$ cat config.mk
export PLATFORM = sky130hd
export DESIGN_NAME = qbus_arbiter
export DESIGN_NICKNAME = d
export VERILOG_FILES = /design/src/rtl/vm1_bus_pkg.sv /design/src/rtl/qbus_timeout_ctr.sv /design/src/rtl/qbus_arbiter.sv
export SDC_FILE = /design/constraint.sdc
export NUM_CORES = 1
export LEC_CHECK = 0
export ABC_AREA = 1
export BUFFER_PORTS_ARGS = -buffer_cell sky130_fd_sc_hd__buf_4
export CAP_MARGIN = 25
export CORE_UTILIZATION = 43
export DETAILED_ROUTE_END_ITERATION = 12
export PLACE_DENSITY = 0.84
export SETUP_SLACK_MARGIN = 0.3
export SLEW_MARGIN = 30
export SYNTH_ARGS = -nofsm -noshare
export SYNTH_HDL_FRONTEND = slang
export SYNTH_SLANG_ARGS = --single-unit
$ cat constraint.sdc
create_clock -name clk -period 1.1 [get_ports clk]
set_input_delay 0.055 -clock clk [delete_from_list [all_inputs] [get_ports clk]]
set_output_delay 0.055 -clock clk [all_outputs]
set_load 0.02 [all_outputs]
$ cat src/rtl/vm1_bus_pkg.sv
// Purpose : shared definitions for the vm1 Q-bus cycle sequencer / DMA arbiter.
// Latency : n/a (types, constants and a helper only).
// Backpres: n/a.
// Contents: 3-bit state encoding, default timeout, strobe-bundle bit positions
//           (also the field layout of the test_bus debug vector).
package vm1_bus_pkg;

   localparam int unsigned BUS_TIMEOUT_DEF = 63;
   localparam int unsigned TMO_W_DEF       = 6;

   typedef enum logic [2:0] {
      ST_IDLE       = 3'd0,
      ST_READ       = 3'd1,
      ST_WRITE      = 3'd2,
      ST_FINISH     = 3'd3,
      ST_BUSERR     = 3'd4,
      ST_DMA_OFFER  = 3'd5,
      ST_DMA_ACTIVE = 3'd6
   } qbus_state_t;

   // Strobe-bundle field positions.
   localparam int SB_SYNC = 0;
   localparam int SB_DIN  = 1;
   localparam int SB_DOUT = 2;
   localparam int SB_WTBT = 3;
   localparam int SB_DONE = 4;
   localparam int SB_BERR = 5;
   localparam int SB_DMGO = 6;
   localparam int SB_DMA  = 7;
   localparam int STRB_W  = 8;

   typedef logic [STRB_W-1:0] strb_t;

   // Strobes driven while a CPU bus cycle is in its address/data phase.
   function automatic strb_t strb_cycle(input logic rd, input logic wr, input logic byt);
      strb_t s;
      s          = '0;
      s[SB_SYNC] = 1'b1;
      s[SB_DIN]  = rd;
      s[SB_DOUT] = wr;
      s[SB_WTBT] = byt;
      return s;
   endfunction

endpackage

$ cat src/rtl/qbus_timeout_ctr.sv
// Purpose : reply-timeout down-counter with load, decrement and zero flag.
// Latency : load/decrement take effect on the next ce-qualified clk edge.
// Backpres: none; ce=0 freezes the count.
// Ports   : clk, reset (sync, active-high), ce, load, dec in; zero out.
module qbus_timeout_ctr #(
   parameter int unsigned W    = 6,
   parameter int unsigned INIT = 63
) (
   input  logic clk,
   input  logic reset,
   input  logic ce,
   input  logic load,
   input  logic dec,
   output logic zero
);

   logic [W-1:0] cnt;

   always_ff @(posedge clk) begin
      if (reset) begin
         cnt <= W'(INIT);
      end else if (ce) begin
         if (load) begin
            cnt <= W'(INIT);
         end else if (dec && (cnt != '0)) begin
            cnt <= cnt - 1'b1;
         end
      end
   end

   assign zero = (cnt == '0);

endmodule

$ cat src/rtl/qbus_arbiter.sv
// Purpose : Q-bus cycle sequencer (SYNC/DIN/DOUT/WTBT from CPU requests, waits RPLY)
//           plus DMA arbitration (DMR/DMGO/SACK) between CPU cycles.
// Latency : request to cpu_done min 3 ce cycles; all outputs registered.
// Backpres: CPU requests are level-held and stall while DMA owns the bus or RPLY is pending.
// Ports   : clk, reset, ce; cpu_dati/cpu_dato/cpu_byte in, cpu_done/cpu_berror out;
//           breply in, bsync/bdin/bdout/bwtbt/bbsy out; dmr/sack in, dmgo/dma_active out.
// Config  : QBUS_TIMEOUT_EN enables the reply timeout counter and the BUSERR path.
module qbus_arbiter
   import vm1_bus_pkg::*;
#(
   parameter int unsigned BUS_TIMEOUT = BUS_TIMEOUT_DEF,
   parameter int unsigned TMO_W       = TMO_W_DEF
) (
   input  logic clk,
   input  logic reset,
   input  logic ce,
   input  logic cpu_dati,
   input  logic cpu_dato,
   input  logic cpu_byte,
   output logic cpu_done,
   output logic cpu_berror,
   input  logic breply,
   output logic bsync,
   output logic bdin,
   output logic bdout,
   output logic bwtbt,
   output logic bbsy,
   input  logic dmr,
   output logic dmgo,
   input  logic sack,
   output logic dma_active
);

   // Out-of-range timeout settings stop elaboration.
   if ((BUS_TIMEOUT < 1) || (BUS_TIMEOUT > (1 << TMO_W) - 1)) begin : g_bad_timeout
      $error("qbus_arbiter: BUS_TIMEOUT does not fit in TMO_W bits");
   end

   qbus_state_t state_q, state_d;
   strb_t       strb_q, strb_d;

`ifdef QBUS_TIMEOUT_EN
   logic ctr_load, ctr_dec, ctr_zero;

   qbus_timeout_ctr #(
      .W    (TMO_W),
      .INIT (BUS_TIMEOUT)
   ) u_tmo (
      .clk   (clk),
      .reset (reset),
      .ce    (ce),
      .load  (ctr_load),
      .dec   (ctr_dec),
      .zero  (ctr_zero)
   );
`endif

   // Next state and next (registered) outputs; outputs default low.
   always_comb begin
      state_d = state_q;
      strb_d  = '0;
`ifdef QBUS_TIMEOUT_EN
      ctr_load = 1'b0;
      ctr_dec  = 1'b0;
`endif
      case (state_q)
         ST_IDLE: begin
            // DMA wins over a simultaneous CPU request; read wins over write.
            if (dmr) begin
               state_d          = ST_DMA_OFFER;
               strb_d[SB_DMGO]  = 1'b1;
            end else if (cpu_dati) begin
               state_d = ST_READ;
               strb_d  = strb_cycle(1'b1, 1'b0, cpu_byte);
`ifdef QBUS_TIMEOUT_EN
               ctr_load = 1'b1;
`endif
            end else if (cpu_dato) begin
               state_d = ST_WRITE;
               strb_d  = strb_cycle(1'b0, 1'b1, cpu_byte);
`ifdef QBUS_TIMEOUT_EN
               ctr_load = 1'b1;
`endif
            end
         end
         ST_READ, ST_WRITE: begin
            if (breply) begin
               state_d         = ST_FINISH;
               strb_d[SB_DONE] = 1'b1;
`ifdef QBUS_TIMEOUT_EN
            end else if (ctr_zero) begin
               state_d         = ST_BUSERR;
               strb_d[SB_BERR] = 1'b1;
`endif
            end else begin
               // Hold strobes; WTBT keeps the value latched at cycle entry.
               strb_d = strb_q;
`ifdef QBUS_TIMEOUT_EN
               ctr_dec = 1'b1;
`endif
            end
         end
         ST_FINISH: begin
            // Wait for RPLY to drop before another SYNC may start.
            if (!breply) state_d = ST_IDLE;
         end
         ST_BUSERR: begin
            state_d = ST_IDLE;
         end
         ST_DMA_OFFER: begin
            if (sack) begin
               state_d         = ST_DMA_ACTIVE;
               strb_d[SB_DMA]  = 1'b1;
            end else if (!dmr) begin
               state_d = ST_IDLE;
            end else begin
               strb_d[SB_DMGO] = 1'b1;
            end
         end
         ST_DMA_ACTIVE: begin
            if (sack) strb_d[SB_DMA] = 1'b1;
            else      state_d        = ST_IDLE;
         end
         default: state_d = ST_IDLE;
      endcase
   end

   always_ff @(posedge clk) begin
      if (reset) begin
         state_q <= ST_IDLE;
         strb_q  <= '0;
      end else if (ce) begin
         state_q <= state_d;
         strb_q  <= strb_d;
      end
   end

   assign bsync      = strb_q[SB_SYNC];
   assign bbsy       = strb_q[SB_SYNC];
   assign bdin       = strb_q[SB_DIN];
   assign bdout      = strb_q[SB_DOUT];
   assign bwtbt      = strb_q[SB_WTBT];
   assign cpu_done   = strb_q[SB_DONE];
   assign dmgo       = strb_q[SB_DMGO];
   assign dma_active = strb_q[SB_DMA];
`ifdef QBUS_TIMEOUT_EN
   assign cpu_berror = strb_q[SB_BERR];
`else
   assign cpu_berror = 1'b0;
`endif

endmodule

==> results of run 1 <==
-- final timing paths --
kind                                         startpoint                      to  slack, ns  depth (start not counted)
worst max-delay path            state_q[1]$_SDFFE_PP0P_  strb_q[6]$_SDFFE_PP0P_      -0.13                          8
worst max register to register  state_q[1]$_SDFFE_PP0P_  strb_q[6]$_SDFFE_PP0P_      -0.13                          8
worst min register to register   strb_q[2]$_SDFFE_PP0P_  strb_q[2]$_SDFFE_PP0P_       0.48                          2
worst min-delay path                           cpu_dati  strb_q[1]$_SDFFE_PP0P_       0.06                          3
-- kinds of logic (layout without fill, tap and decap cells) --
family | Yosys count | in the layout | share of synthesized area, %
flops | 10 | 10 | 35.0
buf+inv | 15 | 40 | 11.6
other cells | 1 | 1 | 0.656
simple gates | 58 | 59 | 43.5
compound gates | 10 | 10 | 9.19
-- synth_stat cells (all sizes together) --
cell type and count:
nand4 1, inv 13, dfxtp 10, conb 1, buf 2, nor2 25, o21a 1, nand2 22
nor3 1, a21oi 5, o21ai 4, or2 1, nand3 8
-- area by class of cell --
| cell class | instances | area (sq um) | share of cell area (%) |
|---|---|---|---|
| multi-input cells | 70 | 417 | 43.4 |
| inverters | 13 | 63.8 | 6.64 |
| well taps | 14 | 17.5 | 1.82 |
| repair buffers | 24 | 220 | 22.9 |
| flip-flops and latches | 10 | 220 | 22.9 |
| clock buffers | 3 | 22.5 | 2.34 |
-- through the flow --
step                setup slack, ns  power (uW)
floorplan                    0.0412         693
global placement            -0.0649         825
detailed placement          -0.0829         830
CTS                         -0.0622        1150
global route                 -0.222        1360
finish                       -0.134        1290
-- registers in the layout, summed over array words and instances, names as in the netlist --
signal,count
state_q,3
strb_q,7
-- routing by layer --
layer | GRT usage, % | part of all wire (%) | vias up
met1 | 31.0 | 39 | 331
met2 | 41.9 | 50 | 38
met5 | 0 | 0 | -
met4 | 13.8 | 3.6 | 0
met3 | 8.72 | 6.8 | 10
li1 | - | - | 342
-- tightest hold or removal path, delay by kind of cell --
family,cells,cell delay [ns]
simple gates,1,0.07
compound gates,1,0.04
buf+inv,1,0.13
-- report_power, final --
group	internal (uW)	switching (uW)	total [uW]
combinational	251	322	573
sequential	410	61.5	472
clock	126	121	248
total	787	505	1290
-- cell usage in the layout, fill, tap and decap left out --
master         instances
nor2_4                 3
clkbuf_4               3
inv_8                  1
buf_6                 10
nand2_8                1
inv_1                  8
o21ai_1                1
conb_1                 1
nand2_4                3
nor2_1                14
nand2_1               16
a21oi_1                2
dfxtp_4                3
o21ai_0                3
dlygate4sd3_1          1
or2_0                  1
nand3_4                1
nand2_2                3
nor2_2                 8
inv_2                  1
nand4_1                1
nand3_1                5
nor3_1                 1
dfxtp_2                7
inv_4                  3
buf_4                 13
nand3_2                2
o21a_1                 1
a21oi_2                3
-- what timing repair did --
| item | CTS | global route |
|---|---|---|
| setup buffers | 0 | 2 |
| hold buffers | 1 | 0 |
| pin swaps | 9 | 13 |
| endpoints found under the setup margin | 14 | 16 |
| gates cloned | 1 | 0 |
| resized for setup | 24 | 28 |
| hold endpoints to repair | 4 | 0 |
==> results.sh, run 1 <==
export IMPL_status="finished, violations left"
export IMPL_violations="negative setup slack"
export IMPL_postSynthCellCount=94
export IMPL_design_die_area_sq_mm=0.00148
export IMPL_remaining_drc_errors=0
export IMPL_vias=721
export IMPL_avgSynthCellArea_sq_um=6.08
export IMPL_n_antenna_cell=0
export IMPL_drive_gt1_share_pct=54.2
export IMPL_initial_core_util_pct=48.8
export IMPL_startpoint_type="flop"
export IMPL_cp_common_cell="nor2_4"
export IMPL_grt_pass1_vias=602
export IMPL_die_y_um=38.5
export IMPL_layout_cells_non_filler=134
export IMPL_synth_area_leader_cell="dfxtp_1"
export IMPL_wirelength_um=1980
export IMPL_postLayoutCellArea_sq_um=961
export IMPL_io_buffers=16
export IMPL_yosysSeqAreaShare_pct=35.0
export IMPL_htreeDepth=1
export IMPL_cpMaxStageDelayCell="dfxtp_4"
export IMPL_grt_max_degree=7
export IMPL_clk_insertion_delay_late_ns=0.27
export IMPL_synth_top_area_share_pct=35.0
export IMPL_critPathRequiredTime_ns=1.25
export IMPL_area_delta_synth_final_pct=68.1
export IMPL_grt_first_pass_wirelength_um=2580
export IMPL_n_fill_cell=75
export IMPL_wl_per_cell_um=14.8
export IMPL_p_leak_uw=0.000469
export IMPL_cts_buffer_depth=2
export IMPL_core_sq_mm=0.00117
export IMPL_ant_nets=0
export IMPL_critPathArrivalTime_ns=1.38
export IMPL_min_period_ns=1.23
export IMPL_setup_tns_ns=-0.916
export IMPL_p_per_area_mw_per_mm2=1340
export IMPL_hold_ws_ns=0.0639
export IMPL_critPathKind="flop to flop"
export IMPL_synth_cell_types=19
export IMPL_synth_area_sq_um=572
export IMPL_hpwl_um=1030
export IMPL_drtIter0Drc=44
export IMPL_io_pins=18
export IMPL_worst_slack_ns=-0.134
export IMPL_crit_buf_inv=2
export IMPL_die_w_um=38.5
export IMPL_crit_path_end_kind="flop"
export IMPL_rsz0062_at_grt="yes"
export IMPL_routed_via_density=5.38
export IMPL_slew_violations=0
export IMPL_dpl_cell_count=127
export IMPL_synthTopCellsByArea="dfxtp_1 (35%), nor2_1 (16%), nand2_1 (12%), inv_1 (7.2%), nand3_1 (7.0%)"
export IMPL_postLayoutCoreUtil_pct=82.1
export IMPL_fmax_mhz=810
export IMPL_gr_total_overflow=0
export IMPL_cp_cell_sequence="nor2_4 -> buf_6 -> nor2_4 -> nand2_4 -> nand2_8 -> inv_8 -> o21ai_1 -> nor2_1"
export IMPL_antenna_found_initial=0
export IMPL_finalHoldViolations=0
export IMPL_dr_pass1_iters=4
export IMPL_fin_skew_ns=0.00548
export IMPL_fp_row_count=12
export IMPL_grt_usage_pct=26.3
export IMPL_critPathMaxStageDelay_ns=0.41
export IMPL_drv_cap=0
export IMPL_path_clk_slew_ns=0.06
export IMPL_finalCritPeriodShare_pct=112
export IMPL_routabilityCongestion=0.938
export IMPL_cts_sinks=10
export IMPL_peakVddDrop_mv=1.21
export IMPL_yosys_warnings=0
export IMPL_cts_made_buffers=3
export IMPL_cts_tree="built"
export IMPL_hold_class="primary input to flop"
export IMPL_syn_num_nets=103
export IMPL_clockRootBuffer="clkbuf_4"
export IMPL_placed_cell_area_sq_um=742
export IMPL_cp_top_family="flip-flops"
export IMPL_worst_path_max_fanout=6
export IMPL_fin_nets=131
export IMPL_synth_seq_cells=10
export IMPL_setup_viol=10
(Power assumes the default switching activity.)
==> run 2, diff against run 1 <==
- SYNTH_HIERARCHICAL: default -> 1
==> run 2 against run 1 <==
Compared with the run above: the flow still finishes with violations (negative setup slack); flip-flop and latch count is the same; die area did not move; via count shrank 5.4%; count of clock-buffer cells in the layout is the same; fmax rose by 3.1%; final area decreased by 4.8%; largest power group unchanged; cell count unchanged; critical path depth did not move; synthesized area is the same; sequential share of layout area up 0.75 points.
==> results.sh, run 2 <==
export IMPL_register_area_sq_um=216
export IMPL_fin_skew_ns=0.000784
export IMPL_worst_r2r_startpoint="state_q[1]$_SDFFE_PP0P_"
export IMPL_critPathRequiredTime_ns=1.26
export IMPL_syn_num_nets=103
export IMPL_startpoint_type="flop"
export IMPL_violations="negative setup slack"
export IMPL_fin_nets=131
export IMPL_setup_viol=10
export IMPL_avgSynthCellArea_sq_um=6.08
export IMPL_antenna_found_initial=0
export IMPL_path_clk_slew_ns=0.06
export IMPL_fp_row_count=12
export IMPL_hold_class="primary input to flop"
export IMPL_ys_async_sr_fraction_pct=0
export IMPL_critPathArrivalTime_ns=1.35
export IMPL_clk_insertion_delay_late_ns=0.27
export IMPL_cp_common_cell="nand2_4"
export IMPL_drv_cap=0
export IMPL_n_antenna_cell=0
export IMPL_yosys_warnings=6
export IMPL_grt_pass1_vias=572
export IMPL_cp_cell_sequence="nand2_4 -> nand2_4 -> nor2_4 -> nand2_2 -> nand2_4 -> inv_4 -> o21ai_2 -> nor2_1"
export IMPL_synth_area_sq_um=572
export IMPL_wl_per_cell_um=13.3
export IMPL_ant_nets=0
export IMPL_gr_total_overflow=0
export IMPL_peakVddDrop_mv=0.908
export IMPL_dr_pass1_iters=4
export IMPL_yosys_top_cells_count="nor2_1 (24), nand2_1 (19), inv_1 (11)"
export IMPL_min_from="cpu_dati"
export IMPL_placed_cell_area_sq_um=742
export IMPL_status="finished, violations left"
export IMPL_min_period_ns=1.20
export IMPL_vias=682
export IMPL_grt_first_pass_wirelength_um=2390
export IMPL_p_leak_uw=0.000461
export IMPL_rsz0062_at_grt="yes"
export IMPL_cts_buffer_depth=2
export IMPL_finalHoldViolations=0
export IMPL_hpwl_um=1030
export IMPL_grt_max_degree=7
export IMPL_core_sq_mm=0.00117
export IMPL_r2r_slack_ns=-0.1
export IMPL_cts_sinks=10
export IMPL_grt_busiest_layer="met2"
export IMPL_critPathMaxStageDelay_ns=0.38
export IMPL_synth_cell_types=19
export IMPL_gr_usage_met2_pct=41.9
export IMPL_synth_top_area_share_pct=35.0
export IMPL_gr_usage_met3_pct=9.30
export IMPL_remaining_drc_errors=0
export IMPL_worst_slack_ns=-0.0971
export IMPL_postSynthCellCount=94
export IMPL_final_cell_mix="buf_4 (17), nand2_1 (15), nor2_1 (15), inv_1 (8), nor2_2 (7)"
export IMPL_reg_top3="strb_q x7, state_q x3"
export IMPL_fmax_mhz=835
export IMPL_io_buffers=16
export IMPL_design_die_area_sq_mm=0.00148
export IMPL_layout_commonest_cell="buf_4"
export IMPL_cpMaxStageDelayCell="dfxtp_4"
export IMPL_cts_tree="built"
export IMPL_initial_core_util_pct=48.8
export IMPL_synth_most_common_cell="nor2_1"
export IMPL_routabilityCongestion=0.947
export IMPL_grt_usage_pct=24.7
export IMPL_setup_tns_ns=-0.653
export IMPL_drive_gt1_share_pct=51.7
export IMPL_synthTopCellsByArea="dfxtp_1 (35%), nor2_1 (16%), nand2_1 (12%), inv_1 (7.2%), nand3_1 (7.0%)"
export IMPL_finalCritPeriodShare_pct=109
export IMPL_postLayoutCellArea_sq_um=915
export IMPL_die_w_um=38.5
export IMPL_synth_ff_type="dfxtp_1"
export IMPL_routed_via_density=5.09
export IMPL_synth_seq_cells=10
export IMPL_largest_register="strb_q"
export IMPL_htreeDepth=1
export IMPL_largest_reg_flops=7
export IMPL_synth_edf_count=0
export IMPL_cts_made_buffers=3
export IMPL_clockRootBuffer="clkbuf_4"
export IMPL_met1_usage_pct=27.7
export IMPL_crit_path_end_kind="flop"
export IMPL_crit_start="state_q[1]$_SDFFE_PP0P_"
export IMPL_slew_violations=0
export IMPL_yosysSeqAreaShare_pct=35.0
export IMPL_io_pins=18
export IMPL_die_y_um=38.5
export IMPL_area_delta_synth_final_pct=60.0
export IMPL_worst_path_max_fanout=6
export IMPL_synth_area_leader_cell="dfxtp_1"
export IMPL_drtIter0Drc=27
export IMPL_n_fill_cell=76
export IMPL_wirelength_um=1780
export IMPL_p_per_area_mw_per_mm2=1350
export IMPL_multiInputGateArea_sq_um=397
export IMPL_critPathKind="flop to flop"
==> run 2: cell counts after synthesis <==
Identical to the previous run, type by type.
==> run 2: final timing paths <==
path	cells after the start	endpoint
setup / recovery	8	strb_q[6]$_SDFFE_PP0P_
hold / removal	3	strb_q[1]$_SDFFE_PP0P_
setup reg to reg	8	strb_q[6]$_SDFFE_PP0P_
hold reg to reg	2	strb_q[2]$_SDFFE_PP0P_
==> run 2: layout make-up <==
| type | count | share of cell area (%) |
|---|---|---|
| flip-flops and latches | 10 | 23.7 |
| clock buffers | 3 | 2.46 |
| well taps | 14 | 1.92 |
| repair buffers | 24 | 22.4 |
| multi-input cells | 70 | 43.4 |
| inverters | 13 | 6.16 |
==> run 2: layer usage <==
layer	share of wire (%)	vias to the layer above
met1	43	309
met2	50	24
met4	1.3	0
met5	0	-
met3	6.2	4
li1	-	345
==> run 2: critical path, delay by kind of cell, from the launching register on <==
| family | cells | cell delay [ns] |
|---|---|---|
| buf+inv | 1 | 0.06 |
| flops | 1 | 0.38 |
| compound gates | 1 | 0.12 |
| simple gates | 6 | 0.52 |
==> run 2: where the power goes <==
| part | switching, uW | internal (uW) | total (uW) |
|---|---|---|---|
| sequential | 60.3 | 408 | 469 |
| combinational | 292 | 224 | 515 |
| clock | 125 | 127 | 251 |
==> run 2: kinds of logic after synthesis <==
kind of cell	count (synthesis)	synth area share [%]
AOI/OAI and AO/OA	10	9.19
buffers and inverters	15	11.6
DFF	10	35.0
other	1	0.656
and+or+nand+nor	58	43.5
==> run 2: per-stage QoR <==
stage	hold slack, ns	worst slack, ns	power [uW]	cells	utilization [%]
2_1_floorplan	0.124	0.0412	693	94	-
3_3_place_gp	0.253	-0.0773	825	127	63.4
3_5_place_dp	0.252	-0.112	832	127	63.4
4_1_cts	0.0881	-0.0665	1160	133	72.3
5_1_grt	0.137	-0.171	1300	134	78.1
6_report	0.0929	-0.0971	1240	134	78.1
==> run 2: timing repair <==
item	4_1_cts	5_1_grt
endpoints found under the setup margin	15	16
pin swaps	7	15
endpoints found under the hold margin	4	0
gates cloned	1	0
resized for setup	20	19
setup buffers	1	1
hold buffers	1	0
==> run 3, diff against run 2 <==
- BUFFER_PORTS_ARGS: -buffer_cell sky130_fd_sc_hd__buf_4 -> default
- CORE_AREA: default -> 2 2 39 41
- CORE_UTILIZATION: 43 -> default
- DIE_AREA: default -> 0 0 41 43
- DONT_BUFFER_PORTS: default -> 1
- PLACE_DENSITY: 0.84 -> 0.72
==> run 3 against run 2 <==
Compared with the run above: the flow still finishes with violations (negative setup slack); flip-flop and latch count is the same; combinational power grew 11%; power grew 14%; clock power grew 42%; critical path depth grew 1; cell count shrank 2.2%; die area grew 19%; sequential share of layout area shrank 0.39 points; critical path type unchanged; via count grew 3.7%; hold slack lost 0.083 ns; sequential power grew 3%.
==> results.sh, run 3 (synthesis gave the netlist of run 2 again) <==
export IMPL_setup_viol=10
export IMPL_r2r_slack_ns=-0.11
export IMPL_htreeDepth=1
export IMPL_fin_nets=125
export IMPL_gr_total_overflow=0
export IMPL_cpMaxStageDelayCell="dfxtp_4"
export IMPL_wirelength_um=1910
export IMPL_layout_commonest_cell="buf_4"
export IMPL_wl_per_cell_um=14.6
export IMPL_grt_usage_pct=23.4
export IMPL_status="finished, violations left"
export IMPL_cp_common_cell="nor2_4"
export IMPL_grt_pass1_vias=641
export IMPL_hpwl_um=1010
export IMPL_pre_cts_slack_ns=-0.0962
export IMPL_io_pins=18
export IMPL_fmax_mhz=828
export IMPL_finalHoldViolations=0
export IMPL_antenna_found_initial=0
export IMPL_postLayoutCoreUtil_pct=68.4
export IMPL_critPathArrivalTime_ns=1.39
export IMPL_drv_cap=0
export IMPL_drtIter0Drc=28
export IMPL_cp_top_family="simple AND/OR/NAND/NOR gates"
export IMPL_worst_r2r_startpoint="state_q[0]$_SDFFE_PP0P_"
export IMPL_ant_nets=0
export IMPL_setup_worst_path_end="state_q[2]$_SDFFE_PP0P_"
export IMPL_worst_path_max_fanout=6
export IMPL_peakVddDrop_mv=0.862
export IMPL_routabilityCongestion=0.863
export IMPL_p_leak_uw=0.000454
export IMPL_cts_tree="built"
export IMPL_critPathRequiredTime_ns=1.28
export IMPL_path_clk_slew_ns=0.07
export IMPL_dpl_cell_count=117
export IMPL_reg_top3="strb_q x7, state_q x3"
export IMPL_dr_pass1_iters=6
export IMPL_cts_sinks=10
export IMPL_cts_made_buffers=3
export IMPL_clockRootBuffer="clkbuf_4"
export IMPL_n_fill_cell=102
export IMPL_critPathKind="flop to flop"
export IMPL_violations="negative setup slack"
export IMPL_finalCritPeriodShare_pct=110
export IMPL_die_w_um=41
export IMPL_n_antenna_cell=0
export IMPL_critPathMaxStageDelay_ns=0.40
export IMPL_grt_first_pass_wirelength_um=2700
export IMPL_p_per_area_mw_per_mm2=1490
export IMPL_crit_path_end_kind="flop"
export IMPL_cts_buffer_depth=2
export IMPL_largest_register="strb_q"
export IMPL_core_sq_mm=0.00138
export IMPL_cp_cell_sequence="inv_4 -> nor2_4 -> nand2_2 -> nor2_4 -> nor2_4 -> nand2_4 -> nand2_1 -> nand2_1 -> nor2_1"
export IMPL_routed_via_density=5.40
export IMPL_hold_ws_ns=0.00944
export IMPL_rsz0062_at_grt="yes"
export IMPL_io_buffers=0
export IMPL_remaining_drc_errors=0
export IMPL_fp_row_count=14
export IMPL_largest_reg_flops=7
export IMPL_die_y_um=43
export IMPL_crit_buf_inv=1
export IMPL_vias=707
export IMPL_grt_max_degree=7
export IMPL_drive_gt1_share_pct=56.5
export IMPL_cp_num_cells=9
export IMPL_reg2reg_to="state_q[2]$_SDFFE_PP0P_"
export IMPL_design_die_area_sq_mm=0.00176
export IMPL_layout_cells_non_filler=131
export IMPL_hold_class="primary input to flop"
export IMPL_worst_slack_ns=-0.107
export IMPL_area_delta_synth_final_pct=65.4
export IMPL_slew_violations=0
export IMPL_fin_skew_ns=0.000311
export IMPL_r2r_cells=9
export IMPL_clk_insertion_delay_late_ns=0.28
export IMPL_min_period_ns=1.21
export IMPL_crit_start="state_q[0]$_SDFFE_PP0P_"
export IMPL_startpoint_type="flop"
export IMPL_final_cell_mix="buf_4 (13), nand2_1 (12), nor2_1 (11), inv_1 (8)"
export IMPL_initial_core_util_pct=41.3
## run 3: cell types whose count changed in the layout (fill, tap and decap cells not counted), sizes merged
cell	before	now
clkbuf	3	4
buf	23	15
dlygate4sd3	1	3
## run 3: worst register-to-register path: stages (launching register included)
cell	delay, ns
dfxtp_4	0.40
inv_4	0.07
nor2_4	0.12
nand2_2	0.07
nor2_4	0.15
nor2_4	0.07
nand2_4	0.09
nand2_1	0.06
nand2_1	0.05
nor2_1	0.04
## run 3: worst min path at each step
| stage | startpoint | to | slack, ns | depth (start not counted) |
|---|---|---|---|---|
| 5_1_grt | reset | state_q[0]$_SDFFE_PP0P_ | 0.01 | 3 |
| 2_1_floorplan | reset | strb_q[0]$_SDFFE_PP0P_ | 0.12 | 1 |
| 4_1_cts | reset | state_q[1]$_SDFFE_PP0P_ | 0.005 | 3 |
| 3_5_place_dp | reset | strb_q[1]$_SDFFE_PP0P_ | 0.13 | 1 |
| 3_3_place_gp | reset | strb_q[1]$_SDFFE_PP0P_ | 0.12 | 1 |
| 6_report | reset | state_q[1]$_SDFFE_PP0P_ | 0.009 | 3 |
## run 3: final cells by class
type	count	area, sq um	area share, %
clock buffers	4	36.3	3.84
inverters	13	61.3	6.48
multi-input cells	70	458	48.4
flip-flops and latches	10	220	23.3
well taps	16	20.0	2.12
repair buffers	18	150	15.9
## run 3: stage by stage
| stage | TNS (ns) | cell area, sq um | total power (uW) |
|---|---|---|---|
| global route | -1.28 | 946 | 1490 |
| floorplan | 0 | 582 | 693 |
| finish | -0.575 | 946 | 1410 |
| CTS | -0.321 | 841 | 1280 |
| detailed placement | -0.785 | 654 | 801 |
| global placement | -0.405 | 654 | 793 |
## run 3: per-layer routing
layer / global-route usage (%) / wire length, um / part of all wire [%] / vias up
met2: 35.9 / 956 / 50 / 39
met5: 0 / 0 / 0 / -
met3: 6.28 / 147 / 7.7 / 7
li1: - / - / - / 332
met1: 29.1 / 763 / 40 / 329
met4: 10.7 / 40 / 2.1 / 0
## run 3: timing repair
action | CTS | global route
hold buffers | 3 | 0
pin swaps | 10 | 13
buffers inserted | 5 | 1
resized for setup | 25 | 30
cloned | 1 | 0
setup endpoints to repair | 13 | 18
hold endpoints to repair | 4 | 0
## run 3: report_power, final
group          switching [uW]  total [uW]  internal, uW  leakage [uW]
Combinational             322         574           252      0.000347
Clock                     154         356           202     0.0000210
Sequential               73.8         483           410     0.0000869
Total                     550        1410           864      0.000454
